File: config.mk
export PLATFORM = sky130hd
export DESIGN_NAME = bullet_plotter
export DESIGN_NICKNAME = d
export VERILOG_FILES = /design/src/rtl/bullet_pkg.sv /design/src/rtl/bullet_shadow_ram.sv /design/src/rtl/bullet_plotter.sv
export SDC_FILE = /design/constraint.sdc
export NUM_CORES = 2
export LEC_CHECK = 0
export ABC_AREA = 1
export CAP_MARGIN = 20
export CORE_ASPECT_RATIO = 2
export CORE_MARGIN = 8
export CORE_UTILIZATION = 41
export CTS_BUF_LIST = sky130_fd_sc_hd__clkbuf_4 sky130_fd_sc_hd__clkbuf_8 sky130_fd_sc_hd__clkbuf_16
export DETAILED_ROUTE_END_ITERATION = 16
export PLACE_DENSITY_LB_ADDON = 0.15
export REMOVE_ABC_BUFFERS = 1
export SETUP_SLACK_MARGIN = 0.4
export SLEW_MARGIN = 10
export SYNTH_ARGS = -nofsm -noshare
export SYNTH_HDL_FRONTEND = slang
export SYNTH_SLANG_ARGS = --single-unit
File: constraint.sdc
create_clock -name clk -period 7.6 [get_ports clk]
set_input_delay 1.9 -clock clk [delete_from_list [all_inputs] [get_ports clk]]
set_output_delay 1.9 -clock clk [all_outputs]
set_load 0.1 [all_outputs]
File: src/rtl/bullet_pkg.sv
// Shared constants and the plotter state encoding for the bullet subsystem.
// The slot count is also used by the bullet pool so both sides agree on pool size.
package bullet_pkg;

  localparam int BULLET_SLOTS  = 160;
  localparam int SLOT_IDX_W    = 8;
  localparam int SCREEN_X_MAX  = 159;
  localparam int SCREEN_Y_MAX  = 119;

  localparam logic [2:0] COLOUR_BG = 3'b000;
  localparam logic [2:0] COLOUR_FG = 3'b111;

  typedef enum logic [2:0] {
    ST_IDLE,
    ST_ISSUE,
    ST_WAIT,
    ST_ERASE,
    ST_DRAW,
    ST_DONE
  } plot_state_e;

endpackage

File: src/rtl/bullet_shadow_ram.sv
// Per-slot record of the pixel last drawn: {prev_x, prev_y}.
// Synchronous write, asynchronous read; validity is tracked by the parent.
module bullet_shadow_ram #(
  parameter int NUM_SLOTS = 160,
  parameter int SLOT_W    = 8
) (
  input  logic              clk,
  input  logic              we,
  input  logic [SLOT_W-1:0] waddr,
  input  logic [14:0]       wdata,
  input  logic [SLOT_W-1:0] raddr,
  output logic [14:0]       rdata
);

  logic [14:0] mem [NUM_SLOTS];

  always_ff @(posedge clk) begin
    if (we) begin
      mem[waddr] <= wdata;
    end
  end

  assign rdata = mem[raddr];

endmodule

File: src/rtl/bullet_plotter.sv
// Per-frame scanner: for every slot, erase last frame's pixel, draw the current one,
// and retire bullets that have left the screen. Four cycles per slot, fixed.
module bullet_plotter
  import bullet_pkg::*;
#(
  parameter int          NUM_SLOTS = BULLET_SLOTS,
  parameter int          SLOT_W    = SLOT_IDX_W,
  parameter int          X_MAX     = SCREEN_X_MAX,
  parameter int          Y_MAX     = SCREEN_Y_MAX,
  parameter logic [2:0]  BG_COLOUR = COLOUR_BG,
  parameter logic [2:0]  FG_COLOUR = COLOUR_FG
) (
  input  logic              clk,
  input  logic              resetn,
  input  logic              frame_tick,
  output logic [SLOT_W-1:0] slot_sel,
  input  logic              slot_active,
  input  logic [7:0]        slot_x,
  input  logic [6:0]        slot_y,
  output logic [7:0]        x,
  output logic [6:0]        y,
  output logic [2:0]        colour,
  output logic              plot,
  output logic              retire,
  output logic [SLOT_W-1:0] retire_slot,
  output logic              busy,
  output logic              done
);

  localparam logic [7:0]        XMAX_L    = 8'(X_MAX);
  localparam logic [6:0]        YMAX_L    = 7'(Y_MAX);
  localparam logic [SLOT_W-1:0] LAST_SLOT = SLOT_W'(NUM_SLOTS - 1);

  plot_state_e           state_q, state_d;
  logic [SLOT_W-1:0]     idx_q, idx_d;
  logic [NUM_SLOTS-1:0]  prev_valid_q;
  logic                  cap_act_q;
  logic [7:0]            cap_x_q;
  logic [6:0]            cap_y_q;

  logic                  shadow_we;
  logic                  valid_set, valid_clr;
  logic [14:0]           shadow_rdata;
  logic                  in_bounds;

  bullet_shadow_ram #(
    .NUM_SLOTS (NUM_SLOTS),
    .SLOT_W    (SLOT_W)
  ) u_shadow (
    .clk   (clk),
    .we    (shadow_we),
    .waddr (idx_q),
    .wdata ({cap_x_q, cap_y_q}),
    .raddr (idx_q),
    .rdata (shadow_rdata)
  );

  assign in_bounds = (cap_x_q <= XMAX_L) && (cap_y_q <= YMAX_L);

  always_ff @(posedge clk or negedge resetn) begin
    if (!resetn) begin
      state_q      <= ST_IDLE;
      idx_q        <= '0;
      prev_valid_q <= '0;
    end else begin
      state_q <= state_d;
      idx_q   <= idx_d;
      if (valid_set) begin
        prev_valid_q[idx_q] <= 1'b1;
      end else if (valid_clr) begin
        prev_valid_q[idx_q] <= 1'b0;
      end
    end
  end

  // Pool read data arrives the cycle after slot_sel, i.e. during WAIT.
  always_ff @(posedge clk) begin
    if (state_q == ST_WAIT) begin
      cap_act_q <= slot_active;
      cap_x_q   <= slot_x;
      cap_y_q   <= slot_y;
    end
  end

  always_comb begin
    state_d     = state_q;
    idx_d       = idx_q;
    shadow_we   = 1'b0;
    valid_set   = 1'b0;
    valid_clr   = 1'b0;
    x           = '0;
    y           = '0;
    colour      = '0;
    plot        = 1'b0;
    retire      = 1'b0;
    retire_slot = '0;
    done        = 1'b0;
    case (state_q)
      ST_IDLE: begin
        if (frame_tick) begin
          state_d = ST_ISSUE;
          idx_d   = '0;
        end
      end
      ST_ISSUE: state_d = ST_WAIT;
      ST_WAIT:  state_d = ST_ERASE;
      ST_ERASE: begin
        if (prev_valid_q[idx_q]) begin
          plot   = 1'b1;
          x      = shadow_rdata[14:7];
          y      = shadow_rdata[6:0];
          colour = BG_COLOUR;
        end
        state_d = ST_DRAW;
      end
      ST_DRAW: begin
        if (cap_act_q && in_bounds) begin
          plot      = 1'b1;
          x         = cap_x_q;
          y         = cap_y_q;
          colour    = FG_COLOUR;
          shadow_we = 1'b1;
          valid_set = 1'b1;
        end else if (cap_act_q) begin
          retire      = 1'b1;
          retire_slot = idx_q;
          valid_clr   = 1'b1;
        end else begin
          valid_clr = 1'b1;
        end
        if (idx_q == LAST_SLOT) begin
          state_d = ST_DONE;
        end else begin
          idx_d   = idx_q + SLOT_W'(1);
          state_d = ST_ISSUE;
        end
      end
      ST_DONE: begin
        done    = 1'b1;
        idx_d   = '0;
        state_d = ST_IDLE;
      end
      default: state_d = ST_IDLE;
    endcase
  end

  assign slot_sel = idx_q;
  assign busy     = (state_q != ST_IDLE);

endmodule

==> results.md <==
- I/O Pins: 57
- Fin crit share: 94.0%
- Clk pwr share: 31.2%
- Non-Filler Instances: 14200
- Comb power frac: 24.2%
- Die Ht: 747 um
- Vias in the first global route: 75100
- Hold Path Depth: 2
- Run status: finished clean
- Most frequent cells in the layout: nand2_1 (3370), edfxtp_1 (2416), nor2_1 (1435)
- CTS buffer count: 228
- Cts hold-fix bufs: 0
- VDD IR max: 0.448 mV
- CP Class: reg2out
- Total grt overflow: 0
- Ys Warns: 0
- CP cell instances: buf_12 > buf_6 > nand2_1 > nand3_1 > nand2_1 > nand2_1 > nand2_1 > nor2_1 > nor2_1 > nor2_1 > nand2_1 > nand2_1 > nand3_1 > nand3_1 > nand2_1 > buf_12
- CP Capture Type: primary output
- Via density: 5.35
- Final RePlAce weighted congestion: 0.881
- Fin crit period: 7.15 ns
- Netlist cell types: 29
- Gr busiest metal: met2
- Switch share: 33.1%
- # rows: 268
- GRT Total Usage: 24.5%
- Routed wire length: 362000 um
- Met1 usage: 27.0%
- Finished Core Util: 46.0%
- Routed len/inst: 25.5 um
- Port Buffers: 56
- Internal power: 25.1 mW
- Setup TNS: 0 ns
- Critical Path Source Type: flip-flop
- CP Data Arrival Time: 5.25 ns
- P_sw: 12.4 mW
- First-pass GRT wire length: 520000 um
- Flop pwr share: 44.6%
- Clk buf depth: 4
- Pins Over Slew Limit: 0
- Antenna viol nets, final: 0
- Via Count: 76000
- Die width: 381 um
- Drt pass-1 iters: 6
- Final hold viol count: 0
- Core ar.: 266000 sq um
- Max incr delay on CP: 0.72 ns
- RSZ-0062 raised after global routing: false
- Max cap viols: 0
- Slowest-stage cell, CP: dfrtp_4
- Fill cells: 24400
- Pin count of the biggest net entering global routing: 232
- Peak Freq: 140 MHz
- R2R cell count: 9
- Die Footprint: 285000 sq um
- Layout cells sized above 1: 7.10%
- DRC viols: 0
- Fin nets: 10500
- Post-Syn Area: 110000 sq um
- Worst-path maximum fanout: 80
- Finished Cell Area: 122000 sq um
- Clock tree from TritonCTS: built
- DP Area: 115000 sq um
- H-tree lvl count: 4
- Worst slew pin tran: 1.18 ns
- Pre-CTS setup slack: 0.955 ns
- #FFs+latches synth: 2587
- Hold Crit Class: reg2reg
- Critical path's most frequent cell: nand2_1
- DPL Wire Length: 222000 um
- DRT iter0 DRCs: 6956
- Slew HR: 21.4%
- GR met3 Demand/Resource: 3.00%
- Setup Viol. Count Final: 0
- Initial Util: 41.2%
- Final worst slack: 0.454 ns
- Synth-to-layout area growth: 11.7%
- Clock latency on the worst-skew pair: 0.91 ns
- Seq/Total Area, Yosys: 70.1%
- Setup Skew: 0.0837 ns
- Met2 usage: 44.8%
- Initial antenna violation count: 14
- Clk pin slew, worst setup/hold paths: 0.07 ns
- Clk root buf: clkbuf_16
- Critical path required time: 5.70 ns
- Commonest non-fill, non-tap cell in the layout: nand2_1
- Cell count after synthesis: 10500
- Pwr/cell area: 307 nW/um^2
- Count of placed standard cells including taps: 13800
- Syn_area_per_cell: 10.5 sq um
- Number of clock sinks: 2587
- Static Leak: 47.2 nW
-- Yosys cell counts --
| cell type | number | share of area [%] |
|---|---|---|
| nand4_1 | 20 | 0.11 |
| nor3_1 | 3 | 0.014 |
| a41oi_1 | 1 | 0.0080 |
| o21ai_1 | 157 | 0.72 |
| nor3b_1 | 1 | 0.0069 |
| nand3_1 | 410 | 1.9 |
| inv_1 | 717 | 2.5 |
| buf_1 | 23 | 0.079 |
| nand2_1 | 3371 | 12 |
| o21ai_0 | 1017 | 4.6 |
| edfxtp_1 | 2416 | 66 |
| o22ai_1 | 79 | 0.45 |
| clkinv_1 | 2 | 0.0069 |
| ha_1 | 4 | 0.046 |
| inv_2 | 4 | 0.014 |
| o211ai_1 | 2 | 0.014 |
| a21oi_1 | 26 | 0.12 |
| nor3_2 | 1 | 0.0091 |
| buf_4 | 101 | 0.69 |
| buf_6 | 13 | 0.13 |
| dfrtp_1 | 171 | 3.9 |
| nor2_1 | 1443 | 4.9 |
| nor2_2 | 17 | 0.097 |
| nand3_2 | 1 | 0.0091 |
| buf_2 | 238 | 1.1 |
| clkbuf_1 | 208 | 0.71 |
| nor2_4 | 4 | 0.041 |
| a2111oi_2 | 1 | 0.014 |
| nand3b_1 | 1 | 0.0069 |
-- cells by family after synthesis --
| family | Yosys count | share of synthesized area [%] |
|---|---|---|
| fa+ha+maj | 4 | 0.0457 |
| simple gates | 5272 | 18.7 |
| flops | 2587 | 70.1 |
| buf+inv | 1306 | 5.18 |
| compound gates | 1283 | 5.97 |
-- critical path, delay by kind of cell (launching register included) --
family	cells	cell delay, ns
flops	1	0.72
simple gates	13	2.44
buf+inv	3	1.03
-- power groups by stage --
stage	sequential, mW	combinational (mW)	clock (mW)
2_1_floorplan	17.9	3.17	0
3_3_place_gp	17.1	8.98	0
3_5_place_dp	17.1	9.05	0
4_1_cts	16.7	9.08	11.9
5_1_grt	16.7	9.86	12.4
6_report	16.8	9.09	11.7
-- cell type report --
type | count | area [sq um] | share of cell area (%)
diodes | 5 | 12.5 | 0.0102
clock buffers | 282 | 6190 | 5.06
clock inverters | 130 | 1150 | 0.937
inverters | 723 | 2760 | 2.25
multi-input cells | 6559 | 27100 | 22.1
flip-flops and latches | 2587 | 76800 | 62.8
well taps | 3510 | 4390 | 3.59
repair buffers | 402 | 3920 | 3.20
repair inverters | 1 | 11.3 | 0.00920
-- path summary, 6_finish.rpt --
| kind | from | endpoint | slack, ns |
|---|---|---|---|
| hold reg to reg | flip-flop | flip-flop | 0.49 |
| min in group asynchronous | resetn | asynchronous set/reset pin | 1.00 |
| setup / recovery | slot_sel[0]$_DFFE_PN0P_ | y[4] | 0.45 |
| setup reg to reg | slot_sel[0]$_DFFE_PN0P_ | u_shadow.mem[71][10]$_DFFE_PP_ | 3.25 |
| hold / removal | flip-flop | flip-flop | 0.49 |
| max in group asynchronous | resetn | asynchronous set/reset pin | 5.42 |
-- stage by stage --
stage	hold slack, ns	power (mW)
5_1_grt	0.515	39.0
4_1_cts	0.490	37.7
2_1_floorplan	0.448	21.1
3_5_place_dp	0.473	26.1
3_3_place_gp	0.464	26.0
6_report	0.490	37.6
-- state kept, by name, indices dropped and copies added (netlist names), named ones only --
| register | cells |
|---|---|
| slot_sel | 8 |
| cap_y_q | 7 |
| cap_x_q | 8 |
| cap_act_q | 1 |
| state_q | 3 |
| u_shadow.mem | 2400 |
-- routing by layer --
metal  wire length [um]  vias to the layer above  part of all wire [%]
met3              18900                      828                   5.2
met2             189000                     2587                    52
li1                   -                    34700                     -
met4              26100                        6                   7.2
met1             128000                    37800                    35
met5                 39                        -                 0.011
-- timing repair --
action,in CTS,in global routing
cloned,0,1
resized for setup,7,8
setup endpoints to repair,6,4
buffers inserted,0,1
(Power assumes the default switching activity.)
